<file path="config.mk">
export PLATFORM = sky130hd
export DESIGN_NAME = mem_port_arbiter
export DESIGN_NICKNAME = d
export VERILOG_FILES = /design/src/rtl/mem_port_arbiter.sv
export SDC_FILE = /design/constraint.sdc
export NUM_CORES = 1
export LEC_CHECK = 0
export BUFFER_PORTS_ARGS = -buffer_cell sky130_fd_sc_hd__buf_2
export CAP_MARGIN = 0
export CORE_AREA = 4 4 105 107
export CTS_CLUSTER_DIAMETER = 60
export DETAILED_ROUTE_END_ITERATION = 8
export DIE_AREA = 0 0 109 111
export GPL_TIMING_DRIVEN = 1
export SLEW_MARGIN = 15
export SYNTH_ARGS = -nofsm -noshare
export SYNTH_HDL_FRONTEND = slang
export SYNTH_SLANG_ARGS = --single-unit
</file>
<file path="constraint.sdc">
create_clock -name clk -period 4.3 [get_ports clk]
set_clock_uncertainty 0.05 [all_clocks]
set_input_delay 0.215 -clock clk [delete_from_list [all_inputs] [get_ports clk]]
set_output_delay 0.215 -clock clk [all_outputs]
set_load 0.02 [all_outputs]
</file>
<file path="src/rtl/mem_port_arbiter.sv">
// Shares one fixed-latency memory port between instruction fetch and load/store.
// Latency: grant/issue combinational in IDLE; response MEM_LAT cycles after issue, next grant one cycle later.
// Backpressure: one access outstanding; requests seen outside IDLE are not granted and must be held.
//
// Ports:
//   clk, rst                 clock and asynchronous active-low reset
//   if_req/if_addr           fetch request in; if_gnt, if_rvalid, if_rdata out
//   d_req/d_we/d_addr/...    data request in; d_gnt, d_rvalid, d_rdata out
//   mem_en/we/addr/wdata/be  memory issue out; mem_rdata in (valid MEM_LAT after mem_en)
//   busy                     a transaction is outstanding
module mem_port_arbiter #(
    parameter int MEM_LAT    = 2,
    parameter int STARVE_MAX = 4
) (
    input  logic        clk,
    input  logic        rst,
    input  logic        if_req,
    input  logic [31:0] if_addr,
    output logic        if_gnt,
    output logic        if_rvalid,
    output logic [31:0] if_rdata,
    input  logic        d_req,
    input  logic        d_we,
    input  logic [31:0] d_addr,
    input  logic [31:0] d_wdata,
    input  logic [3:0]  d_be,
    output logic        d_gnt,
    output logic        d_rvalid,
    output logic [31:0] d_rdata,
    output logic        mem_en,
    output logic        mem_we,
    output logic [31:0] mem_addr,
    output logic [31:0] mem_wdata,
    output logic [3:0]  mem_be,
    input  logic [31:0] mem_rdata,
    output logic        busy
);
    localparam logic [1:0] S_IDLE = 2'd0;
    localparam logic [1:0] S_WAIT = 2'd1;
    localparam logic [1:0] S_RESP = 2'd2;

    localparam logic [3:0] LAT_LAST   = 4'(MEM_LAT - 1);
    localparam logic [3:0] STREAK_MAX = 4'(STARVE_MAX);

    logic [1:0] state;
    logic [3:0] lat_cnt;
    logic [3:0] streak;
    logic       owner;        // 0 = fetch, 1 = data
    logic       owner_store;  // outstanding data access is a store: return 0, not memory data
    logic       can_issue;
    logic       fetch_wins;
    logic       in_resp;

    // Gating with rst keeps grants (and so every mem_* output) at 0 while reset is held,
    // even though the requests themselves may still be high.
    assign can_issue  = rst && (state == S_IDLE);
    // Data normally wins; a fetch that has watched STARVE_MAX contended data grants goes first.
    assign fetch_wins = if_req && (!d_req || (streak == STREAK_MAX));
    assign if_gnt     = can_issue && fetch_wins;
    assign d_gnt      = can_issue && d_req && !fetch_wins;
    assign mem_en     = if_gnt || d_gnt;

    always_comb begin
        mem_we    = 1'b0;
        mem_be    = 4'h0;
        mem_addr  = 32'h0;
        mem_wdata = 32'h0;
        if (if_gnt) begin
            mem_be   = 4'hF;
            mem_addr = if_addr;
        end else if (d_gnt) begin
            mem_we    = d_we;
            mem_be    = d_be;
            mem_addr  = d_addr;
            mem_wdata = d_wdata;
        end
    end

    assign in_resp   = (state == S_RESP);
    assign if_rvalid = in_resp && !owner;
    assign d_rvalid  = in_resp && owner;
    assign if_rdata  = if_rvalid ? mem_rdata : 32'h0;
    assign d_rdata   = (d_rvalid && !owner_store) ? mem_rdata : 32'h0;
    assign busy      = (state != S_IDLE);

    always_ff @(posedge clk or negedge rst) begin
        if (!rst) begin
            state       <= S_IDLE;
            lat_cnt     <= 4'd0;
            owner       <= 1'b0;
            owner_store <= 1'b0;
        end else begin
            case (state)
                S_IDLE: begin
                    if (mem_en) begin
                        owner       <= d_gnt;
                        owner_store <= d_gnt && d_we;
                        // lat_cnt tracks cycles elapsed since issue
                        lat_cnt     <= 4'd1;
                        state       <= (MEM_LAT >= 2) ? S_WAIT : S_RESP;
                    end
                end
                S_WAIT: begin
                    if (lat_cnt == LAT_LAST) begin
                        state <= S_RESP;
                    end else begin
                        lat_cnt <= lat_cnt + 4'd1;
                    end
                end
                S_RESP: begin
                    state   <= S_IDLE;
                    lat_cnt <= 4'd0;
                end
                default: begin
                    state   <= S_IDLE;
                    lat_cnt <= 4'd0;
                end
            endcase
        end
    end

    // Counts data grants that overtook a waiting fetch; an uncontended data grant
    // or any fetch grant means the fetch is not being starved.
    always_ff @(posedge clk or negedge rst) begin
        if (!rst) begin
            streak <= 4'd0;
        end else if (if_gnt) begin
            streak <= 4'd0;
        end else if (d_gnt) begin
            if (!if_req) begin
                streak <= 4'd0;
            end else if (streak != STREAK_MAX) begin
                streak <= streak + 4'd1;
            end
        end
    end

endmodule

</file>
==> results of run 1 <==
==> power by group through the flow <==
stage / Sequential [uW] / Combinational [uW] / Clock (uW)
after floorplan: 193 / 781 / 0
after global placement: 216 / 1060 / 0
after detailed placement: 219 / 1080 / 0
after CTS: 216 / 1080 / 125
after global routing: 226 / 1170 / 129
final: 216 / 1070 / 121
==> metrics by stage <==
stage / area [sq um] / std cells
final: 3460 / 693
after global routing: 3460 / 693
after CTS: 3460 / 693
after detailed placement: 3400 / 688
after global placement: 3390 / 688
after floorplan: 1980 / 306
==> per-layer routing <==
layer	vias to the layer above	GRT usage
li1	1538	-
met1	1381	0.156
met2	178	0.276
met3	2	0.0274
met4	2	0.0177
met5	-	0
==> cell usage in the layout, fill, tap and decap left out, drive strengths merged, types with 2 or more instances in the layout <==
master,count
clkbuf,4
a2bb2oi,2
buf,277
nor3b,2
a21oi,5
nand2,72
and3,33
nand3,4
o21ai,6
nor2,7
nand2b,3
and3b,2
dfrtp,12
o22ai,33
and2,64
ha,4
inv,6
or3b,2
a22o,2
==> area by class of cell <==
cell class              instances  area [sq um]
clock buffers                   4          55.1
fillers                      1121          6670
inverters                       6          22.5
multi-input cells             257          1520
flip-flops and latches         12           300
well taps                     136           170
repair buffers                278          1400
==> kinds of logic after synthesis <==
logic type | Yosys count | synth area share
muxes | 2 | 0.0108
and+or+nand+nor | 195 | 0.533
xor gates and xnor gates | 2 | 0.00887
adders and majority gates | 4 | 0.0253
AOI/OAI and AO/OA | 54 | 0.180
DFF | 12 | 0.152
buffers and inverters | 37 | 0.0906
==> worst max path at each step <==
stage                                from            to  slack (ps)  cells after the start
floorplan           streak[0]$_DFFE_PN0P_  mem_addr[12]        2470                      7
global placement    streak[0]$_DFFE_PN0P_  mem_addr[31]        1850                      6
detailed placement  streak[0]$_DFFE_PN0P_  mem_wdata[5]        1870                      6
CTS                                   rst  mem_addr[23]        1450                      7
global route                          rst   mem_addr[8]        1250                      7
finish                                rst  mem_addr[23]        1450                      7
==> synthesized netlist by cell type <==
| library cell | n |
|---|---|
| buf_6 | 2 |
| a21o_1 | 1 |
| mux2i_1 | 1 |
| nor2b_1 | 1 |
| ha_1 | 4 |
| nand2b_1 | 3 |
| inv_2 | 1 |
| nor2_1 | 7 |
| o21ai_2 | 1 |
| and2b_1 | 1 |
| buf_2 | 14 |
| o21ba_2 | 1 |
| a2bb2oi_1 | 2 |
| inv_1 | 5 |
| dfrtp_1 | 12 |
| xor2_1 | 1 |
| or3b_1 | 1 |
| nand4_1 | 1 |
| a21oi_1 | 5 |
| nor3_4 | 1 |
| o21ai_1 | 1 |
| a32o_1 | 1 |
| and3_1 | 33 |
| or3b_2 | 1 |
| o21ai_0 | 4 |
| nor3b_2 | 2 |
| buf_4 | 1 |
| o211ai_1 | 1 |
| clkbuf_1 | 11 |
| clkbuf_2 | 3 |
| a22o_1 | 2 |
| nand3_1 | 4 |
| nand3b_1 | 1 |
| and2_1 | 64 |
| xnor2_1 | 1 |
| and3b_1 | 2 |
| or3_1 | 1 |
| a221oi_1 | 1 |
| a21boi_2 | 1 |
| o22ai_1 | 33 |
| mux2_1 | 1 |
| nand2_1 | 72 |
==> state kept, by name, indices dropped and copies added, names as in the netlist <==
register	count
state	2
owner_store	1
streak	4
owner	1
lat_cnt	4
==> out/qor.csv, run 1 <==
stage,metric,value,unit
timing,drv_slew,0,
critical_path,slowest_stage,buf_4,
power_and_ir_drop,intPower,630,uW
timing,finalSetupViolCount,0,
die,fp.dieArea,12100,sq um
worst_hold_path,hold_start,d_we,
detailed_routing,ant_nets,0,
power_and_ir_drop,power.density,406,nW/um^2
timing,fmax,350,MHz
clocking,cts-root-buf,clkbuf_8,
place,place_ws,1870,ps
logic_synthesis,yosysTopAreaCellShare,0.203,
cells_and_area,drive_above_1_share,0.522,
cells_and_area,synthToLayoutAreaGrowth,75.4,%
die,initial_core_util,0.195,
logic_synthesis,synth-seq-cells,12,
logic_synthesis,synth_seq_area_share,0.152,
critical_path,critPathArrivalTime,2590,ps
detailed_routing,drc,0,
critical_path,cp_max_fo,101,
timing,slew_headroom,0.277,
timing,setup_slack,1450,ps
clocking,path_clk_slew,50,ps
detailed_routing,first_iter_violations,201,
detailed_routing,drt_wl_total,9.69,mm
grt,antenna_found_initial,1,
critical_path,worstReg2RegEnd,streak[0]$_DFFE_PN0P_,
critical_path,cp-end-kind,output pin,
grt,gr-usage-all-layers,0.141,
clocking,postCtsHoldBufs,1,
critical_path,crit_type,input pin to output pin,
critical_path,cp-start-kind,input pin,
grt,grt_max_degree,102,
critical_path,r2r_slack,2160,ps
detailed_routing,viasPerCell,4.47,
clocking,postCtsSetupBuffers,0,
detailed_routing,wl_met1,3.56,mm
power_and_ir_drop,irDropWorstVdd,0.166,mV
critical_path,cpMostUsedCell,buf_2,
detailed_routing,dr_wl_met2,5.05,mm
power_and_ir_drop,p_clk_frac,0.086,
timing,holdWs,188,ps
grt,grt_overflow,0,
timing,grt_setup_unrepaired,no,
critical_path,reg2reg_depth,4,
place,portBuffers,275,
critical_path,cp_top_family,buffers and inverters,
worst_hold_path,holdPathStages,2,
logic_synthesis,synthTopCellsByArea,"and2_1 (20%), dfrtp_1 (15%), nand2_1 (14%)",
cells_and_area,n_antenna_cell,0,
grt,grt_pass1_vias,2919,
clocking,cts.sinks,12,
critical_path,reg2reg_from,state[0]$_DFFE_PN0P_,
worst_hold_path,hold_class,input pin to register,
timing,setup_total_negative_slack,0,ps
logic_synthesis,syn_nets,447,
clocking,cts_tree,built,
clocking,htreeDepth,1,
detailed_routing,firstDrtPassIters,4,
logic_synthesis,synth.distinct_cells,42,
die,die_w,109,um
timing,fin_crit,2850,ps
power_and_ir_drop,p_leak,0.00219,uW
cells_and_area,utilization,0.342,
timing,report.final.hold_viol_count,0,
clocking,clk_latency,240,ps
power_and_ir_drop,power,1410,uW
die,die_h,111,um
place,dpl.hpwl,8.16,mm
cells_and_area,fin_nets,699,
grt,grt_first_pass_wirelength,14.2,mm
clocking,cts.path.max_buffers,2,
clocking,cts_resized,0,
power_and_ir_drop,sw_frac_of_total,0.552,
detailed_routing,num_vias,3101,
logic_synthesis,synth.avg_cell_area,6.46,sq um
worst_hold_path,min_to,owner_store$_DFFE_PN0P_,
critical_path,crit_buf_inv,4,
critical_path,required,4030,ps
place,gp_congestion,0.791,
critical_path,cpPeakStageDelay,660,ps
logic_synthesis,yosysTopAreaCell,and2_1,
flow_run,maxCapViolations,0,
logic_synthesis,yosys_warnings,0,
clocking,cts-buffers-inserted,3,
die,io_pins,276,
timing,min_period_over_period,0.664,
timing,tightest_slew,1080,ps
power_and_ir_drop,switching_power,778,uW
detailed_routing,wl_per_cell,14.0,um
die,core,10100,sq um
power_and_ir_drop,comb_power_share,0.760,
die,num_rows,37,
detailed_routing,dr_wl_met3,1.06,mm
logic_synthesis,mappedNetlistArea,1980,sq um
outcome,status,"complete, no violations",
power_and_ir_drop,pwr-share-seq,0.154,
logic_synthesis,syn-instance-count,306,
critical_path,path_cells,"dlygate4sd3_1, buf_2, nor3b_4, buf_4, nand2_1, o22ai_1, buf_2",
detailed_routing,maxUsedRoutingLayer,met5,
(Power assumes the default switching activity.)
==> run 2: changes to the inputs <==
--- a/config.mk
+++ b/config.mk
@@ -5,12 +5,13 @@
 export SDC_FILE = /design/constraint.sdc
 export NUM_CORES = 1
 export LEC_CHECK = 0
+export ABC_AREA = 1
 export BUFFER_PORTS_ARGS = -buffer_cell sky130_fd_sc_hd__buf_2
 export CAP_MARGIN = 0
-export CORE_AREA = 4 4 105 107
+export CORE_AREA = 4 4 104 106
 export CTS_CLUSTER_DIAMETER = 60
 export DETAILED_ROUTE_END_ITERATION = 8
-export DIE_AREA = 0 0 109 111
+export DIE_AREA = 0 0 108 110
 export GPL_TIMING_DRIVEN = 1
 export SLEW_MARGIN = 15
 export SYNTH_ARGS = -nofsm -noshare
==> constraint.sdc (replaced) <==
create_clock -name clk -period 2.9 [get_ports clk]
set_clock_uncertainty 0.05 [all_clocks]
set_input_delay 0.145 -clock clk [delete_from_list [all_inputs] [get_ports clk]]
set_output_delay 0.145 -clock clk [all_outputs]
set_load 0.02 [all_outputs]
==> run 2 against run 1 <==
Critical path depth is 2 higher. Worst hold slack got worse by 69 ps. Combinational power rose by 22%. Register-to-register slack got worse by 700 ps. Core utilization rose by 0.35 points. Sequential power rose by 38%. Setup slack lost 900 ps. Cell area down 2.6%. Die area shrank 1.8%. Synthesized cell count grew 20%.
==> out/qor.csv, run 2 <==
stage,metric,value,unit,change
detailed_routing,first_iter_violations,143,,-29%
clocking,cts_tree,built,,
flow_run,maxCapViolations,0,,unchanged
logic_synthesis,async_flop_share,1.00,,unchanged
timing,min_period_over_period,0.811,,
grt,grt_overflow,0,,unchanged
logic_synthesis,synthTopCellsByCount,"nand2_1 (112), nor2_1 (93), inv_1 (79)",,
logic_synthesis,yosys_warnings,0,,unchanged
timing,report.final.hold_viol_count,0,,unchanged
logic_synthesis,ys.flop_type,dfrtp_1,,
die,fp.dieArea,11900,sq um,-1.8%
timing,holdWs,119,ps,-69.1 ps
die,initial_core_util,0.193,,-0.00221
detailed_routing,drc,0,,unchanged
clocking,cts.path.max_buffers,2,,unchanged
place,gp_congestion,0.756,,-4.4%
logic_synthesis,synth_edf_count,0,,unchanged
cells_and_area,n_antenna_cell,0,,unchanged
logic_synthesis,synth_seq_area_share,0.159,,+0.00747
timing,fin_crit,2350,ps,
logic_synthesis,syn_nets,508,,+14%
clocking,cts.sinks,12,,unchanged
critical_path,required,2710,ps,-1320 ps
cells_and_area,layout_commonest_cell,buf_2,,
critical_path,critPathArrivalTime,2160,ps,-430 ps
logic_synthesis,yosysTopAreaCell,nand2_1,,
die,io_pins,276,,unchanged
critical_path,critPathLaunch,rst,,
clocking,htreeDepth,1,,unchanged
worst_hold_path,hold_class,input pin to register,,
critical_path,cp_max_fo,36,,-64%
logic_synthesis,synth_top_family_by_area,simple AND/OR/NAND/NOR gates,,
power_and_ir_drop,p_leak,0.00257,uW,+17%
cells_and_area,largestRegisters,"lat_cnt x4, streak x4, state x2",,
logic_synthesis,synth-xor-area-share,0.0140,,+0.00509
logic_synthesis,mappedNetlistArea,1880,sq um,-4.7%
worst_hold_path,hold_start,d_we,,
timing,tightest_slew,666,ps,-413 ps
logic_synthesis,synthTopCellsByArea,"nand2_1 (22%), nor2_1 (19%), dfrtp_1 (16%)",,
critical_path,reg2reg_from,streak[0]$_DFFE_PN0P_,,
place,dpl.hpwl,7.32,mm,-10%
outcome,status,"complete, no violations",,
detailed_routing,drt_wl_total,8.53,mm,-12%
timing,grt_setup_unrepaired,no,,
clocking,postCtsHoldBufs,1,,unchanged
logic_synthesis,synth_most_common_cell,nand2_1,,
power_and_ir_drop,power.density,533,nW/um^2,+31%
cells_and_area,synthToLayoutAreaGrowth,79.2,%,
detailed_routing,wl_per_cell,11.1,um,-20%
logic_synthesis,yosys.area_share.adder,0.0266,,+0.00125
die,core,9770,sq um,-3.6%
grt,grt_max_degree,37,,-64%
clocking,cts-buffers-inserted,3,,unchanged
critical_path,cp-start-kind,input pin,,
grt,gr-usage-all-layers,0.122,,-0.0190
grt,grt_first_pass_wirelength,12.0,mm,-15%
critical_path,cp-end-kind,output pin,,
clocking,cts_resized,0,,unchanged
timing,fmax,425,MHz,
critical_path,r2r_slack,1460,ps,-700 ps
cells_and_area,drive_above_1_share,0.491,,-0.0311
cells_and_area,utilization,0.345,,+0.00351
cells_and_area,final_cell_mix,"buf_2 (275), nand2_1 (112), nor2_1 (93)",,
logic_synthesis,synth_compound_area_frac,0.0239,,-0.156
detailed_routing,viasPerCell,3.79,,-15%
detailed_routing,firstDrtPassIters,4,,unchanged
critical_path,crit_type,input pin to output pin,,
logic_synthesis,synthMuxAreaShare,0,,-0.0108
logic_synthesis,yosys.area_share.simple,0.542,,+0.00891
detailed_routing,num_vias,2901,,-6.4%
clocking,clk_latency,250,ps,about the same
die,die_h,110,um,-0.90%
power_and_ir_drop,irDropWorstVdd,0.268,mV,+62%
timing,finalSetupViolCount,0,,unchanged
grt,grt_pass1_vias,2576,,-12%
logic_synthesis,synth.avg_cell_area,5.13,sq um,-21%
clocking,postCtsSetupBuffers,0,,unchanged
detailed_routing,ant_nets,0,,unchanged
logic_synthesis,synth-seq-cells,12,,unchanged
logic_synthesis,syn-instance-count,367,,+20%
place,portBuffers,275,,unchanged
timing,drv_slew,0,,unchanged
grt,antenna_found_initial,1,,unchanged
logic_synthesis,synth.distinct_cells,27,,-36%
timing,setup_total_negative_slack,0,ps,unchanged
die,die_w,108,um,-0.92%
clocking,cts-root-buf,clkbuf_8,,
cells_and_area,fin_nets,775,,+11%
timing,slew_headroom,0.554,,+0.278
logic_synthesis,yosysTopAreaCellShare,0.223,,+0.0206
clocking,path_clk_slew,50,ps,about the same
die,num_rows,36,,-2.7%
==> run 2: kinds of logic (layout without fill, tap and decap cells) <==
group | Yosys count | count (layout)
xor gates and xnor gates | 3 | 3
adders and majority gates | 4 | 4
and+or+nand+nor | 242 | 242
AOI/OAI and AO/OA | 8 | 8
DFF | 12 | 12
buffers and inverters | 98 | 364
==> run 2: critical path: stages <==
cell and delay (ps):
dlygate4sd3_1 520, buf_2 310, nand3_2 150, clkinv_2 100
nand2_4 200, inv_4 370, nand2_1 100, nand2_1 70
buf_2 160
==> run 2: worst paths after layout <==
check | end | depth (start not counted)
worst max-delay path | mem_addr[17] | 9
worst min-delay path | owner_store$_DFFE_PN0P_ | 3
worst max register to register | owner$_DFFE_PN0P_ | 5
worst min register to register | lat_cnt[3]$_DFFE_PN0P_ | 2
max in group asynchronous | streak[0]$_DFFE_PN0P_ | 2
min in group asynchronous | lat_cnt[1]$_DFFE_PN0P_ | 2
==> run 2: area by class of cell <==
cell class	count	area, sq um
fillers	1119	6400
repair buffers	277	1390
multi-input cells	257	1140
inverters	83	318
flip-flops and latches	12	300
well taps	133	166
clock buffers	4	55.1
==> run 2: power breakdown <==
| group | internal, uW | switching, uW |
|---|---|---|
| registers | 227 | 69.4 |
| logic | 419 | 892 |
| clock network | 120 | 68.7 |
| total | 767 | 1030 |
==> run 2: metal layers <==
layer | GRT usage | wire, um | up-vias
li1 | - | - | 1567
met1 | 0.144 | 3130 | 1153
met2 | 0.218 | 4240 | 167
met3 | 0.0297 | 1010 | 12
met4 | 0.0370 | 121 | 2
met5 | 0 | 20 | -
==> run 2: per-stage QoR <==
stage	instances	instance area (sq um)	worst slack, ps	total power (uW)
finish	766	3370	549	1800
global route	766	3370	286	1960
CTS	766	3370	505	1820
detailed placement	761	3310	953	1620
global placement	761	3310	996	1630
floorplan	367	1880	1220	1200
